===== src/rtl/sort_sequence_datapath.sv =====
// Responder for the sort controller's go/done handshake: each go rising edge runs one datapath step of a topological node sort.
// Latency: 1 cycle (reset/check/set), N_NODES+1 (width/element list), 1+entries scanned (choose); no backpressure, done held until go falls.
module sort_sequence_datapath #(
  parameter int N_NODES = 8,
  parameter int IDX_W   = 3
) (
  input  logic                       clk,
  input  logic                       program_reset,
  input  logic [N_NODES-1:0]         node_valid_mask,
  input  logic [N_NODES*N_NODES-1:0] dep_mask,
  input  logic                       go_reset_data,
  input  logic                       go_calculate_width,
  input  logic                       go_set_element_seq,
  input  logic                       go_choose_next_node,
  input  logic                       go_check_node,
  input  logic                       go_set_node_seq,
  output logic                       data_reset_done,
  output logic                       width_calculated,
  output logic                       element_seq_set,
  output logic                       node_chosen,
  output logic                       all_nodes_set,
  output logic                       node_checked,
  output logic                       node_valid,
  output logic                       node_seq_set,
  output logic [N_NODES*IDX_W-1:0]   node_seq,
  output logic [IDX_W:0]             seq_count,
  output logic                       cycle_error
);

  localparam int N_OPS = 6;
  localparam logic [2:0] OP_RST    = 3'd0;
  localparam logic [2:0] OP_WID    = 3'd1;
  localparam logic [2:0] OP_ELEM   = 3'd2;
  localparam logic [2:0] OP_CHOOSE = 3'd3;
  localparam logic [2:0] OP_CHECK  = 3'd4;
  localparam logic [2:0] OP_SET    = 3'd5;

  typedef enum logic [3:0] {
    S_IDLE, S_R_HOLD, S_W_SCAN, S_W_DONE, S_E_SCAN, S_E_DONE,
    S_C_SCAN, S_C_DONE, S_C_ALL, S_K_DONE, S_S_DONE, S_WAIT
  } state_t;

  state_t state_q, state_d;
  logic [2:0] op_q, op_d;

  logic [N_OPS-1:0] go_vec, go_prev_q, go_rise, start;

  logic [IDX_W:0]   width_q, fail_q, seq_count_q, steps_q, wptr_q;
  logic [IDX_W-1:0] cursor_q, pos_q, cand_q, scan_idx_q;
  logic [N_NODES-1:0] placed_q;
  logic [IDX_W-1:0] list_q [N_NODES];
  logic [IDX_W-1:0] seq_q  [N_NODES];
  logic cycle_error_q, node_valid_q;

  logic [IDX_W-1:0]   entry, pos_next;
  logic               entry_placed, all_done, cand_ok;
  logic [N_NODES-1:0] cand_row;
  logic [IDX_W:0]     fail_inc, remaining;

  assign go_vec  = {go_set_node_seq, go_check_node, go_choose_next_node,
                    go_set_element_seq, go_calculate_width, go_reset_data};
  assign go_rise = go_vec & ~go_prev_q;
  // Isolate the lowest set bit so the first-listed go wins on overlap.
  assign start   = (state_q == S_IDLE) ? (go_rise & (~go_rise + N_OPS'(1))) : '0;

  assign entry        = list_q[pos_q];
  assign entry_placed = placed_q[entry];
  assign pos_next     = (({1'b0, pos_q} + (IDX_W+1)'(1)) == width_q) ? '0 : pos_q + IDX_W'(1);
  assign all_done     = (width_q == '0) || (seq_count_q == width_q) || cycle_error_q;
  assign cand_row     = dep_mask[cand_q*N_NODES +: N_NODES];
  assign cand_ok      = ((cand_row & node_valid_mask & ~placed_q) == '0) &&
                        ((cand_row & ~node_valid_mask) == '0);
  assign fail_inc     = fail_q + (IDX_W+1)'(1);
  assign remaining    = width_q - seq_count_q;

  always_ff @(posedge clk) begin
    if (program_reset) begin
      state_q <= S_IDLE;
      op_q    <= OP_RST;
    end else begin
      state_q <= state_d;
      op_q    <= op_d;
    end
  end

  // Tracks go levels even through reset so a go still high afterwards cannot retrigger.
  always_ff @(posedge clk) begin
    go_prev_q <= go_vec;
  end

  always_comb begin
    state_d = state_q;
    op_d    = op_q;
    unique case (state_q)
      S_IDLE: begin
        if (start[OP_RST]) begin
          state_d = S_R_HOLD;  op_d = OP_RST;
        end else if (start[OP_WID]) begin
          state_d = S_W_SCAN;  op_d = OP_WID;
        end else if (start[OP_ELEM]) begin
          state_d = S_E_SCAN;  op_d = OP_ELEM;
        end else if (start[OP_CHOOSE]) begin
          state_d = all_done ? S_C_ALL : S_C_SCAN;
          op_d    = OP_CHOOSE;
        end else if (start[OP_CHECK]) begin
          state_d = S_K_DONE;  op_d = OP_CHECK;
        end else if (start[OP_SET]) begin
          state_d = S_S_DONE;  op_d = OP_SET;
        end
      end
      S_R_HOLD, S_C_ALL, S_WAIT: begin
        if (!go_vec[op_q]) state_d = S_IDLE;
      end
      S_W_SCAN: begin
        if (scan_idx_q == IDX_W'(N_NODES-1)) state_d = S_W_DONE;
      end
      S_E_SCAN: begin
        if (scan_idx_q == IDX_W'(N_NODES-1)) state_d = S_E_DONE;
      end
      S_C_SCAN: begin
        if (!entry_placed) state_d = S_C_DONE;
        else if ((steps_q + (IDX_W+1)'(1)) >= width_q) state_d = S_C_ALL;
      end
      S_W_DONE, S_E_DONE, S_C_DONE, S_K_DONE, S_S_DONE: state_d = S_WAIT;
      default: state_d = S_IDLE;
    endcase

    data_reset_done  = (state_q == S_R_HOLD) && go_reset_data;
    width_calculated = (state_q == S_W_DONE) && go_calculate_width;
    element_seq_set  = (state_q == S_E_DONE) && go_set_element_seq;
    node_chosen      = (state_q == S_C_DONE) && go_choose_next_node;
    all_nodes_set    = (state_q == S_C_ALL)  && go_choose_next_node;
    node_checked     = (state_q == S_K_DONE) && go_check_node;
    node_valid       = node_checked && node_valid_q;
    node_seq_set     = (state_q == S_S_DONE) && go_set_node_seq;
    seq_count        = seq_count_q;
    cycle_error      = cycle_error_q;
    node_seq         = '0;
    for (int k = 0; k < N_NODES; k++) node_seq[k*IDX_W +: IDX_W] = seq_q[k];
  end

  always_ff @(posedge clk) begin
    if (program_reset) begin
      width_q       <= '0;
      fail_q        <= '0;
      seq_count_q   <= '0;
      steps_q       <= '0;
      wptr_q        <= '0;
      cursor_q      <= '0;
      pos_q         <= '0;
      cand_q        <= '0;
      scan_idx_q    <= '0;
      placed_q      <= '0;
      cycle_error_q <= 1'b0;
      node_valid_q  <= 1'b0;
      for (int i = 0; i < N_NODES; i++) begin
        list_q[i] <= '0;
        seq_q[i]  <= '0;
      end
    end else begin
      if (start[OP_RST]) begin
        placed_q      <= '0;
        seq_count_q   <= '0;
        cursor_q      <= '0;
        fail_q        <= '0;
        cycle_error_q <= 1'b0;
        for (int i = 0; i < N_NODES; i++) seq_q[i] <= '0;
      end
      if (start[OP_WID]) begin
        width_q    <= '0;
        scan_idx_q <= '0;
      end
      if (start[OP_ELEM]) begin
        wptr_q     <= '0;
        scan_idx_q <= '0;
      end
      if (start[OP_CHOOSE]) begin
        pos_q   <= cursor_q;
        steps_q <= '0;
      end
      if (start[OP_CHECK]) begin
        node_valid_q <= cand_ok;
        if (cand_ok) begin
          fail_q <= '0;
        end else begin
          fail_q <= fail_inc;
          // Every remaining candidate has failed in a row: nothing can ever be placed.
          if (fail_inc == remaining) cycle_error_q <= 1'b1;
        end
      end
      if (start[OP_SET]) begin
        if (seq_count_q < (IDX_W+1)'(N_NODES)) seq_q[seq_count_q[IDX_W-1:0]] <= cand_q;
        placed_q[cand_q] <= 1'b1;
        seq_count_q      <= seq_count_q + (IDX_W+1)'(1);
        fail_q           <= '0;
      end
      if (state_q == S_W_SCAN) begin
        width_q    <= width_q + (IDX_W+1)'(node_valid_mask[scan_idx_q]);
        scan_idx_q <= scan_idx_q + IDX_W'(1);
      end
      if (state_q == S_E_SCAN) begin
        if (node_valid_mask[scan_idx_q]) begin
          list_q[wptr_q[IDX_W-1:0]] <= scan_idx_q;
          wptr_q <= wptr_q + (IDX_W+1)'(1);
        end
        scan_idx_q <= scan_idx_q + IDX_W'(1);
      end
      if (state_q == S_C_SCAN) begin
        if (!entry_placed) begin
          cand_q   <= entry;
          cursor_q <= pos_next;
        end else begin
          pos_q   <= pos_next;
          steps_q <= steps_q + (IDX_W+1)'(1);
        end
      end
    end
  end

endmodule


===== config.mk =====
export PLATFORM = sky130hd
export DESIGN_NAME = sort_sequence_datapath
export DESIGN_NICKNAME = d
export VERILOG_FILES = /design/src/rtl/sort_sequence_datapath.sv
export SDC_FILE = /design/constraint.sdc
export NUM_CORES = 1
export LEC_CHECK = 0
export CAP_MARGIN = 10
export CORE_UTILIZATION = 30
export CTS_BUF_LIST = sky130_fd_sc_hd__clkbuf_4
export DETAILED_ROUTE_END_ITERATION = 10
export GPL_TIMING_DRIVEN = 0
export PLACE_DENSITY_LB_ADDON = 0.3
export SYNTH_ARGS = -nofsm -noshare
export SYNTH_HDL_FRONTEND = slang
export SYNTH_SLANG_ARGS = --single-unit
export TNS_END_PERCENT = 1

===== constraint.sdc =====
create_clock -name clk -period 3.5 [get_ports clk]
set_input_delay 0.7 -clock clk [delete_from_list [all_inputs] [get_ports clk]]
set_output_delay 0.7 -clock clk [all_outputs]
set_load 0.02 [all_outputs]

# ---- Yosys cells after proc, flatten, opt, wreduce, memory -nomap -nowiden
# Memories as Yosys holds them, arrays and structs flattened. A register that Yosys moved wholly into a read port is not among the register bits.
# Index checks and enable logic that the tools add are counted.
dict set report word_totals {
  mem_count 2
  ram_bits 48
  reg_bits 55
  input_bits 80
  wordCells 189
}
dict set report op_classes {
  bitwise_logic 19
  add_sub_neg 10
  n_lt_le_gt_ge 7
  eq_ne 20
  n_shift 1
  mux 86
  reduce_logical 29
}
# memory words width rd rd_ports_with_merged_regs write_ports line
set mem_list {}
lappend mem_list {list_q 8 3 1 1 8 51} ;# logic [IDX_W-1:0] list_q [N_NODES];
lappend mem_list {seq_q 8 3 8 0 8 52} ;# logic [IDX_W-1:0] seq_q [N_NODES];
# operator n
set op_table {}
lappend op_table {{$mux 4} 24}
lappend op_table {{$mux 3} 30}
lappend op_table {{$shiftx 64x7->8} 1}
lappend op_table {{$and 8x8->8} 3}
lappend op_table {{$mux 8} 3}
lappend op_table {{$pmux 4 s6} 1}
lappend op_table {{$mux 1} 23}
lappend op_table {{$add 4x1->4 const B} 4}
lappend op_table {{$eq 4x3->1 const B} 4}
lappend op_table {{$eq 4x4->1 const B} 4}
lappend op_table {{$logic_not 8->1} 2}
lappend op_table {{$lt 3x4->1 const B} 4}
lappend op_table {{$not 8->8} 2}
lappend op_table {{$and 6x6->6} 2}
lappend op_table {{$eq 4x4->1} 3}
lappend op_table {{$not 6->6} 2}
lappend op_table {{$logic_and 1x1->1} 10}
lappend op_table {{$bmux 1 s3} 3}
lappend op_table {{$reduce_or 3->1} 3}
lappend op_table {{$eq 4x2->1 const B} 2}
lappend op_table {{$logic_not 4->1} 2}
lappend op_table {{$or 1x1->1} 8}
lappend op_table {{$or 8x8->8} 1}
lappend op_table {{$ne 7x7->1 const B} 1}
lappend op_table {{other kinds (23)} 30}

# ---- Longest topological paths before layout
# Gate-level depths: netlist of run 1.
dict set report depth {
  ltp_word 13
  ltp_mapped 11
  mapped_depth_nobuf 9
}

# ---- Worst setup path before layout of run 1
# Ideal clock, no wire load.
dict set report synth_timing {
  kind {input to register}
  from {input go_reset_data}
  to {memory seq_q[4][0], enable pin}
  arrival_time_ps 2630
  n_path_buf 1
  cell_stages 7
  setup_slack_ps 526
  required_time_ps 3156
  cell_sequence {nor2b_1 > or4_1 > nor2_1 > nand3_2 > or4_1 > buf_2 > o21ai_0}
}
# item line
set synth_lines {}
lappend synth_lines {{from (decl)} 11} ;# input logic go_reset_data,
lappend synth_lines {{to (decl)} 52}

==> run summary, run 1 <==
The count of yosys warnings during synthesis came out at 0. The final standard cell count with taps included and fillers excluded is 992. The H-tree was split into 3 levels.

TritonCTS built the clock tree. The cell area reported after detailed placement is 7372 µm². By count the netlist is led by sky130_fd_sc_hd__dfxtp_1 (54), sky130_fd_sc_hd__nor2_1 (51), sky130_fd_sc_hd__edfxtp_1 (48).

Clock-pin slew was measured on the worst setup and hold paths at 0.16 ns. For the pin with the worst max-slew slack, the measured transition is 1.132 ns. The overall track demand over capacity in global routing came out at 0.1644.

Clock tree synthesis inserted a total of 9 buffers. The overall via count from detail_route is 4937. At the worst endpoint, the required time is 3.72 ns. The floorplan has 50 rows. Of the post-synthesis cell area, the dominant cell type holds 0.2445. The layout cell share with drive strength beyond 1 came out at 0.09713. The number of buffers inserted by hold repair at cts is 0. The most used flip-flop cell after synthesis is sky130_fd_sc_hd__dfxtp_1. Along the worst path, the maximum fanout reaches 10. The width of the chip is 142.2 µm. The number of global-route vias before repair is 4679. The relative slew slack is 0.2384. The hold violation total from the final report came to 0. Entering global routing, the biggest net connects 19 pins. The summed instance area of the synthesized netlist is 5896 µm². The post-synthesis average cell area came out at 9.826 µm². The worst clock skew on the final layout is 0.01683 ns.

The number of placed instances with taps included came out at 975. The run finished with clean final reports. The area of the core came out at 18960 µm².

The via count normalized by instance count is 4.977. Once detailed placement completed, the half-perimeter wirelength came to 12.69 mm. The largest total area in the synthesized netlist belongs to sky130_fd_sc_hd__edfxtp_1. The routability congestion estimate from global placement came out at 0.9108. The fraction of registers with async set or reset after synthesis is 0. The worst hold path class is reg2reg.

The detailed-router iteration count before antenna repair is 5. The count of nets left with antenna violations after detail routing came out at 0. The number of distinct library cells after synthesis is 57.

The layout overhead on the synthesized area came out at 27.78%. In this run the tool buffered the top-level ports with 115 buffer cells. The DRC violation count after routing is 0. The aggregate global routing overflow is 0. For this design the static power due to leakage is 2.666 nW. The vertical extent of the die is 142.2 µm. The synthesized instance count is 600. Yosys instantiated no cell more often than sky130_fd_sc_hd__dfxtp_1. Setup repair after global routing left no endpoint under its margin.

The total number of clock tree sinks came out at 102. The cell area power density is 385.1 nW/µm². The total detailed-routing wirelength is 16.22 mm.

The longest clock path from root to sink contains 2 buffers. The initial antenna violation count is 1. Overall power consumption after layout is estimated at 2.901 mW.

The fraction of the cycle the final worst path needs came out at 0.9322. The number of nets in the synthesized netlist came out at 697. The area enclosed by the die boundary is 20220 µm².

Setup violations remaining at the end of the flow were counted as 0. The cell at the root of the clock tree is sky130_fd_sc_hd__clkbuf_4. The number of I/O pins is 117. For this configuration, the core starts out at a cell density of 0.3110.

The number of nets in the finished design is 823. In this run, the number of DRC markers left after iteration 0 of detailed routing was 267. The kind of critical path is in2reg. The number of maximum-capacitance violations is 0.

The detailed-route wire length per cell is 16.35 µm. Synthesis inferred 102 register bits. In this run, synthesis inferred 48 flip-flops with an integrated enable. The arrival time at the worst endpoint came out at 3.49 ns.

STA classifies the critical path startpoint as an input port. The worst setup path is captured at a flop. The share of the Yosys chip area taken by registers is 0.4278. The post-route minimum period came out at 3.263 ns. The highest ir drop seen on vdd is 0.0002017 V. The clock latency of the later-clocked register in the worst-skew pair came out at 0.49 ns. After synthesis, the cell types taking the most area are sky130_fd_sc_hd__edfxtp_1 (24%), sky130_fd_sc_hd__dfxtp_1 (18%), sky130_fd_sc_hd__and2_1 (4.8%).

The wire length of the first global-routing pass is 25.29 mm. The summed area of non-filler cells in the final layout is 7533 µm². Static timing analysis puts the maximum clock frequency at 306.5 MHz. The max-slew violation total from the final report is 0.
layer usage:
metal / share of wire / GRT usage / up-vias
met5: 0 / 0 / -
li1: - / - / 2443
met3: 0.038 / 0.02725 / 20
met4: 0.016 / 0.05886 / 0
met1: 0.47 / 0.2238 / 2344
met2: 0.48 / 0.2621 / 130
kinds of logic (layout without fill, tap and decap cells):
logic type	Yosys count	count (layout)	synth area share
buffers and inverters	45	176	0.03311
muxes	48	48	0.1140
xor gates and xnor gates	18	18	0.02674
and+or+nand+nor	267	267	0.2455
DFF	102	102	0.4278
other	0	1	0
adders and majority gates	17	17	0.03735
AOI/OAI and AO/OA	103	103	0.1155
path summary, 6_finish.rpt:
path	startpoint	end	slack, ns	cells past startpoint
worst max-delay path	go_reset_data	seq_q[6][0]	0.24	9
worst min-delay path	cursor_q[0]	cursor_q[0]	0.49	2
worst max register to register	state_q[1]	pos_q[0]	0.37	8
worst min register to register	cursor_q[0]	cursor_q[0]	0.49	2
flip-flops by register name (all words and copies together) (netlist names), 4 cells and up:
register	cells
list_q	24
fail_q	4
width_q	4
seq_q	24
placed_q	8
state_q	4
seq_count	4
go_prev_q	6
steps_q	4
layout make-up:
cell class	count	area (µm²)
Antenna cell	1	2.502
Buffer	31	142.6
Clock buffer	9	67.56
Clock inverter	7	78.83
Fill cell	1921	11420
Inverter	14	52.55
Multi-Input combinational cell	453	3191
Sequential cell	102	2522
Tap cell	260	325.3
Timing Repair Buffer	115	1151
per-stage QoR:
stage	worst slack [ns]	hold WS, ns	util	TNS, ns
2_1_floorplan	0.5256	0.4317	-	0
3_3_place_gp	-0.4298	0.4563	0.3889	-9.259
3_5_place_dp	-0.4251	0.4644	0.3889	-9.521
4_1_cts	0.1426	0.4889	0.3966	0
5_1_grt	0.07091	0.5247	0.3974	0
6_report	0.2373	0.4856	0.3974	0
placed cells by master (no fill, tap or decap), drive strengths merged, types with 8 or more instances in the layout:
cell type      count
or2               15
nor2              51
nor4               8
nand3             24
nor2b             17
inv               18
buf               10
a21oi             31
edfxtp            48
nand2             39
clkbuf            30
mux2              14
nor3              22
dfxtp             54
a22o              11
clkdlybuf4s50    115
xnor2             12
ha                16
mux4              13
mux2i             21
o21ai             18
a22oi              8
nand2b            18
and2              46
timing repair:
item                                    in CTS  in global routing
resized for setup                            0                  3
endpoints found under the setup margin       0                 21
endpoints found under the hold margin        0                  0
buffers inserted                             0                  0
where the power goes:
| part | switching [mW] | internal, mW |
|---|---|---|
| registers | 0.0542 | 1.34 |
| logic | 0.480 | 0.369 |
| clock network | 0.431 | 0.228 |
| total | 0.965 | 1.94 |
worst max-delay path: stages:
cell,delay (ns)
sky130_fd_sc_hd__clkdlybuf4s50_1,0.48
sky130_fd_sc_hd__nor2b_1,0.22
sky130_fd_sc_hd__or4_1,0.62
sky130_fd_sc_hd__nor2_2,0.20
sky130_fd_sc_hd__nand3_4,0.18
sky130_fd_sc_hd__or4_1,0.43
sky130_fd_sc_hd__buf_2,0.19
sky130_fd_sc_hd__nor3_1,0.24
sky130_fd_sc_hd__nand2b_1,0.23
Power figures use the tool's default switching activity.
==> run 2: changes to the inputs <==
- CORE_UTILIZATION: 30 -> 54
- MAX_ROUTING_LAYER: unset -> met4
- clock period: 3.5 -> 3.37 ns (I/O delays scaled with it)
==> run 2 against run 1 <==
Effect of this change:
- clock skew fell by 0.0030 ns
- via count increased by 3.5%
- combinational power increased by 4.6%
- non-clock buffer count stayed put
- register-to-register slack got worse by 0.05 ns
- total power grew 3.5%
- global-route usage rose by 13 points
- count of clock-buffer cells in the layout stayed put
- core utilization grew 31 points
- critical path type unchanged
- largest power group unchanged
- highest routed layer unchanged
==> run summary, run 2 (same netlist as run 1, synthesis figures left out) <==
The run finished with clean final reports. The total setup violations reported at the end of the flow came out at 0. Max-cap violations in this run came to 0. The clock drives 102 sinks. Of all nets on the critical path, the largest fanout is 10. The fraction of met2 tracks used by global routing is 0.4722. At the pin with the least slew margin, the transition time is 0.9205 ns. The highest ir drop seen on vdd is 0.0003199 V. The max-slew violation total from the final report came out at 0. In the global route stage, met1 resource usage came out at 0.3613. The most numerous cell type found on the critical path is sky130_fd_sc_hd__or4_1. The layout cell share with drive strength beyond 1 is 0.09986. After detailed routing, the number of remaining DRC violations is 0.

The critical path goes through clkdlybuf4s50_1 -> nor2b_1 -> or4_1 -> nor2_2 -> nand3_4 -> or4_1 -> buf_2 -> nor3_1 -> nand2b_4. The via count normalized by instance count came out at 5.896. The cell area power density is 406.6 nW/µm².

The initial antenna violation count was 0. The worst setup path is launched from an input port. The die covers 11340 µm². The number of input and output port buffers inserted came out at 115.

The area growth from synthesis to layout is 25.25%. The number of rows created at floorplan is 37. The library cell used most frequently in the layout, excluding fill and tap cells, is sky130_fd_sc_hd__clkdlybuf4s50_1. The overall via count from detail_route came out at 5112.

The fraction of the cycle the final worst path needs came out at 0.9505. After clock tree synthesis, the setup repair step added 0 buffers. The number of global-route vias before repair is 5029. The HPWL after detailed placement is 11.88 mm. The worst setup path is of the in2reg kind. The summed area of non-filler cells in the final layout is 7385 µm².

The clock slew at the register clock pins of the worst setup and hold paths is 0.16 ns. The largest registers in the layout are list_q: 24 flops, seq_q: 24 flops, placed_q: 8 flops. The relative slew slack is 0.3807. The hold violation total from the final report came to 0. The number of nets in the finished design is 823. At the end of routability-driven placement, the weighted congestion stood at 0.8794. Entering global routing, the biggest net connects 19 pins. The maximum buffer depth of the clock tree is 2. The width of the chip came out at 106.5 µm.

The global routing stage identified its most utilized layer as met2. The count of H-tree levels built during CTS came out at 3. 117 I/O pins were placed. Final hold analysis gives a worst-case slack of 0.4715 ns. For this design, the slowest cell found on the critical path is sky130_fd_sc_hd__or4_1. The overall track demand over capacity in global routing came out at 0.2909. The worst clock skew on the final layout is 0.01384 ns. The total detailed-routing wirelength came out at 15.39 mm. The wire length of the first global-routing pass came out at 24.72 mm. For this block, the initial DRC count from the detailed router was 467. STA classifies the critical path endpoint as a flop. The clock latency of the later-clocked register in the worst-skew pair is 0.47 ns. The first detailed-routing pass took 5 iterations.

The post-route minimum period is 3.203 ns. Measured along the y axis, the die boundary spans 106.5 µm. After floorplanning, the core was sized to cover 10460 µm². Clock tree synthesis inserted a total of 9 buffers. Dividing the detail-routed wire length by the instance count gives 17.75 µm.

The arrival time at the worst endpoint came out at 3.40 ns. The antenna diode count came out at 0. The clock tree from TritonCTS is built.

The starting density of the core came out at 0.5635. At the end of the flow the core is filled with cells to 0.7058. The global routing usage on met3 is 0.05273. The overall power after layout is 3.003 mW. The count of nets left with antenna violations after detail routing came out at 0. In this run the clock root is driven by a sky130_fd_sc_hd__clkbuf_4. The aggregate global routing overflow came out at 0. The delay of the slowest cell on the worst path came out at 0.61 ns.

The cell area reported after detailed placement came out at 7217 µm². Data on the critical path is required at its endpoint by 3.57 ns. The highest clock rate came out at 312.2 MHz.

The top cell types in the final layout, fill and taps aside, are sky130_fd_sc_hd__clkdlybuf4s50_1 (115), sky130_fd_sc_hd__dfxtp_1 (54), sky130_fd_sc_hd__nor2_1 (49). In this run the static leakage power is 2.668 nW. In this run the worst hold path is classified as reg2reg.
run 2: final cells by class:
type	count	area, µm²
Multi-Input combinational cell	453	3198
Fill cell	805	3078
Sequential cell	102	2522
Timing Repair Buffer	115	1151
Tap cell	136	170.2
Buffer	31	142.6
Clock inverter	7	80.08
Clock buffer	9	67.56
Inverter	14	52.55
run 2: metal layers:
metal  up-vias  part of all wire
li1       2446                 -
met1      2388              0.41
met2       230              0.49
met3        48             0.063
met4         0             0.030
met5         -                 0
run 2: worst paths after layout:
path,from,endpoint,slack (ns),cells past startpoint
hold / removal,node_valid_q,node_valid_q,0.47,2
setup / recovery,go_reset_data,seq_q[6][0],0.17,9
hold reg to reg,node_valid_q,node_valid_q,0.47,2
setup reg to reg,pos_q[1],cand_q[1],0.32,10
run 2: worst max-delay path, delay by kind of cell:
family,cells,cell delay [ns]
buffers and inverters,2,0.66
AND/OR/NAND/NOR,7,2.05
run 2: stage by stage:
step | setup TNS (ns) | std cells | setup slack, ns
2_1_floorplan | 0 | 600 | 0.4216
3_3_place_gp | -7.434 | 851 | -0.3548
3_5_place_dp | -10.57 | 851 | -0.4673
4_1_cts | 0 | 867 | 0.04024
5_1_grt | -0.05838 | 867 | -0.02360
6_report | 0 | 867 | 0.1668
run 2: power breakdown:
part / switching, mW / total [mW] / leakage, nW / internal, mW
logic: 0.503 / 0.888 / 1.65 / 0.385
registers: 0.0568 / 1.45 / 0.940 / 1.39
clock network: 0.431 / 0.668 / 0.0788 / 0.237
run 2: timing repair:
item                                    4_1_cts  5_1_grt
hold buffers                                  0        0
gates resized for setup                       0        8
endpoints found under the setup margin        0       23
hold endpoints to repair                      0        0
==> run 3: changes to the inputs <==
- CORE_UTILIZATION: 54 -> 49
- clock period: 3.37 -> 2.9 ns (I/O delays scaled with it)
==> run 3 against run 2 <==
Effect of this change:
- the flow now finishes with violations (design-rule violations, negative setup slack)
- via count shrank 0.12%
- first-iteration DRC count shrank 20%
- critical path depth is the same
- highest routed layer unchanged
==> run summary, run 3 (same netlist as run 1, synthesis figures left out) <==
Across all setup checks in the final design, the least slack found is -0.02015 ns. The layout cell share with drive strength beyond 1 is 0.1269. STA classifies the critical path startpoint as an input port. TritonCTS built the clock tree. The count of nets left with antenna violations after detail routing came out at 0. The pre-CTS worst setup slack is -0.7904 ns. For this configuration, the core starts out at a cell density of 0.5098. Setup repair after global routing could not meet its margin everywhere. Setup violations remaining at the end of the flow were counted as 14.

The maximum buffer depth of the clock tree came out at 2. The relative slew slack is 0.4051. The min-delay analysis places its worst path in the category reg2reg. The aggregate global routing overflow is 0.

In this run the critical register-to-register path is launched from pos_q[0]. The maximum number of pins on one net before global-route repair is 18. Along the worst path, the maximum fanout reaches 10. The detailed router finished its first iteration with 372 violations. The routability congestion estimate from global placement is 0.8782. In this run the clock root is driven by a sky130_fd_sc_hd__clkbuf_4.

The number of cells on the worst reg-to-reg path is 8. For this run, the total global-route usage over all layers was measured as 0.2669. In the layout the commonest cells are sky130_fd_sc_hd__clkdlybuf4s50_1 (115), sky130_fd_sc_hd__dfxtp_1 (53), sky130_fd_sc_hd__nor2_1 (49). The hold violation total from the final report is 0. Leaving out fill and tap cells, the most frequent cell in the layout is sky130_fd_sc_hd__clkdlybuf4s50_1.

The worst hold path begins at node_valid_q. The arrival time at the worst endpoint came out at 3.12 ns. For hold timing, the worst endpoint is node_valid_q. The delay of the slowest cell on the worst path came out at 0.59 ns. The highest ir drop seen on vdd came out at 0.0003796 V. After floorplanning, the core was divided into 39 placement rows. The largest registers in the layout are list_q: 24 flops, seq_q: 24 flops, placed_q: 8 flops. The kind of end point of the critical path is a flop. The cell area power density is 459.3 nW/µm².

The area of the core is 11560 µm². On the critical path, the stage with the largest delay is an instance of sky130_fd_sc_hd__or4_4. The worst hold path was traced through 2 stages. The cell area reported after detailed placement came out at 7226 µm². The overall via count from detail_route came out at 5106. The width of the chip is 111.7 µm.

The detailed-route wire length per cell came out at 18.00 µm. Counting the fill cells in the layout gives 943. The analysis attributes to cell leakage a power of 2.701 nW. The data required time at the worst endpoint came out at 3.10 ns. The HPWL after detailed placement is 12.08 mm. After clock tree synthesis, the clock-pin slew on the worst setup and hold paths is 0.16 ns. After the last flow step, the layout net total stands at 825.

The area enclosed by the die boundary came out at 12470 µm². The fraction of the cycle the final worst path needs is 1.007. The max-slew violation total from the final report was 0.

The initial antenna violation count is 0. The endpoint identified for the worst register-to-register timing path is state_q[0]. The number of buffers inserted by hold repair at cts came out at 0. Before antenna repair, the detailed router went through 8 iterations. The number of antenna diodes in the final layout is 0. The number of buffers created by CTS came out at 9. Subtracting the final worst setup slack from the clock period gives 2.920 ns. The actual transition at the worst max-transition pin is 0.8891 ns. The first global-routing pass estimated 25.34 mm of wire. Traced cell by cell, the critical path runs through clkdlybuf4s50_1 -> nor2b_1 -> or4_4 -> nor2_4 -> nand3_4 -> or4_1 -> buf_2 -> nor3_4 -> nand2b_4. The vertical extent of the die came out at 111.7 µm. The count of H-tree levels built during CTS is 3. For this run, design rule violations remaining after detail routing come to 6.

The summed area of non-filler cells in the final layout came out at 7461 µm². The clock latency of the later-clocked register in the worst-skew pair is 0.48 ns. Timing would allow up to 342.4 MHz. The flow ran to the end, but the final reports show violations. The clock net in this run drives a total of 102 sinks. The setup check on the worst reg-to-reg path leaves a slack of 0.12 ns. The number of input and output port buffers inserted came out at 115. The total detailed-routing wirelength came out at 15.77 mm.

The number of maximum-capacitance violations came out at 0. The critical path in this run is classified as in2reg. The checks that failed: design-rule violations, negative setup slack. 117 I/O pins were placed. The number of global-route vias before repair came out at 5058.

The worst clock skew on the final layout is 0.01993 ns. From synthesis to final layout, the design area changed by 26.55%. After detailed routing, the number of vias per cell comes to 5.829.
-- run 3: cell count changes in the layout (fill, tap and decap cells not counted), sizes merged --
cell and delta:
inv -1, clkinvlp +2, clkbuf +1, buf +1, bufinv -1
-- run 3: per-layer routing --
| metal | vias to the layer above | wire length [µm] | track usage |
|---|---|---|---|
| li1 | 2440 | - | - |
| met1 | 2444 | 6894 | 0.3372 |
| met2 | 188 | 7562 | 0.4286 |
| met3 | 34 | 910 | 0.04083 |
| met4 | 0 | 403 | 0.1090 |
| met5 | - | 0 | - |
-- run 3: area by class of cell --
type | count | area [µm²] | area share
Sequential cell | 102 | 2524 | 0.3383
Multi-Input combinational cell | 453 | 3267 | 0.4379
Tap cell | 143 | 178.9 | 0.02398
Clock inverter | 7 | 48.80 | 0.006540
Timing Repair Buffer | 117 | 1166 | 0.1563
Buffer | 31 | 156.4 | 0.02096
Clock buffer | 9 | 67.56 | 0.009056
Inverter | 14 | 52.55 | 0.007043
-- run 3: through the flow --
stage	TNS (ns)	total power [mW]	hold slack (ns)	util	cells
finish	-0.1764	3.427	0.4742	0.6451	876
floorplan	0	2.330	0.4317	-	600
detailed placement	-32.00	2.722	0.4528	0.6248	858
global placement	-28.82	2.692	0.4488	0.6248	858
global route	-2.297	3.569	0.5066	0.6451	876
CTS	-0.3187	3.396	0.4759	0.6383	874
-- run 3: worst max path at each step --
stage / startpoint / end / slack (ns) / depth (start not counted)
2_1_floorplan: go_reset_data / seq_q[4][0] / 0.05 / 7
3_3_place_gp: go_reset_data / seq_q[4][1] / -0.75 / 8
3_5_place_dp: go_reset_data / seq_q[2][2] / -0.79 / 8
4_1_cts: go_reset_data / seq_q[6][2] / -0.06 / 9
5_1_grt: go_reset_data / seq_q[3][1] / -0.14 / 9
6_report: go_reset_data / seq_q[0][0] / -0.02 / 9
-- run 3: worst max-delay path, delay by kind of cell --
kind,cells,cell delay (ns)
buffers and inverters,2,0.70
and+or+nand+nor,7,1.83
-- run 3: repair_timing --
action	CTS	global route
resized for setup	16	18
setup buffers	0	2
endpoints found under the setup margin	35	61
pin swaps	1	1
-- run 3: power by group --
part	leakage, nW	switching [mW]	internal, mW
combinational	1.70	0.602	0.462
sequential	0.940	0.0652	1.62
clock	0.0564	0.505	0.178
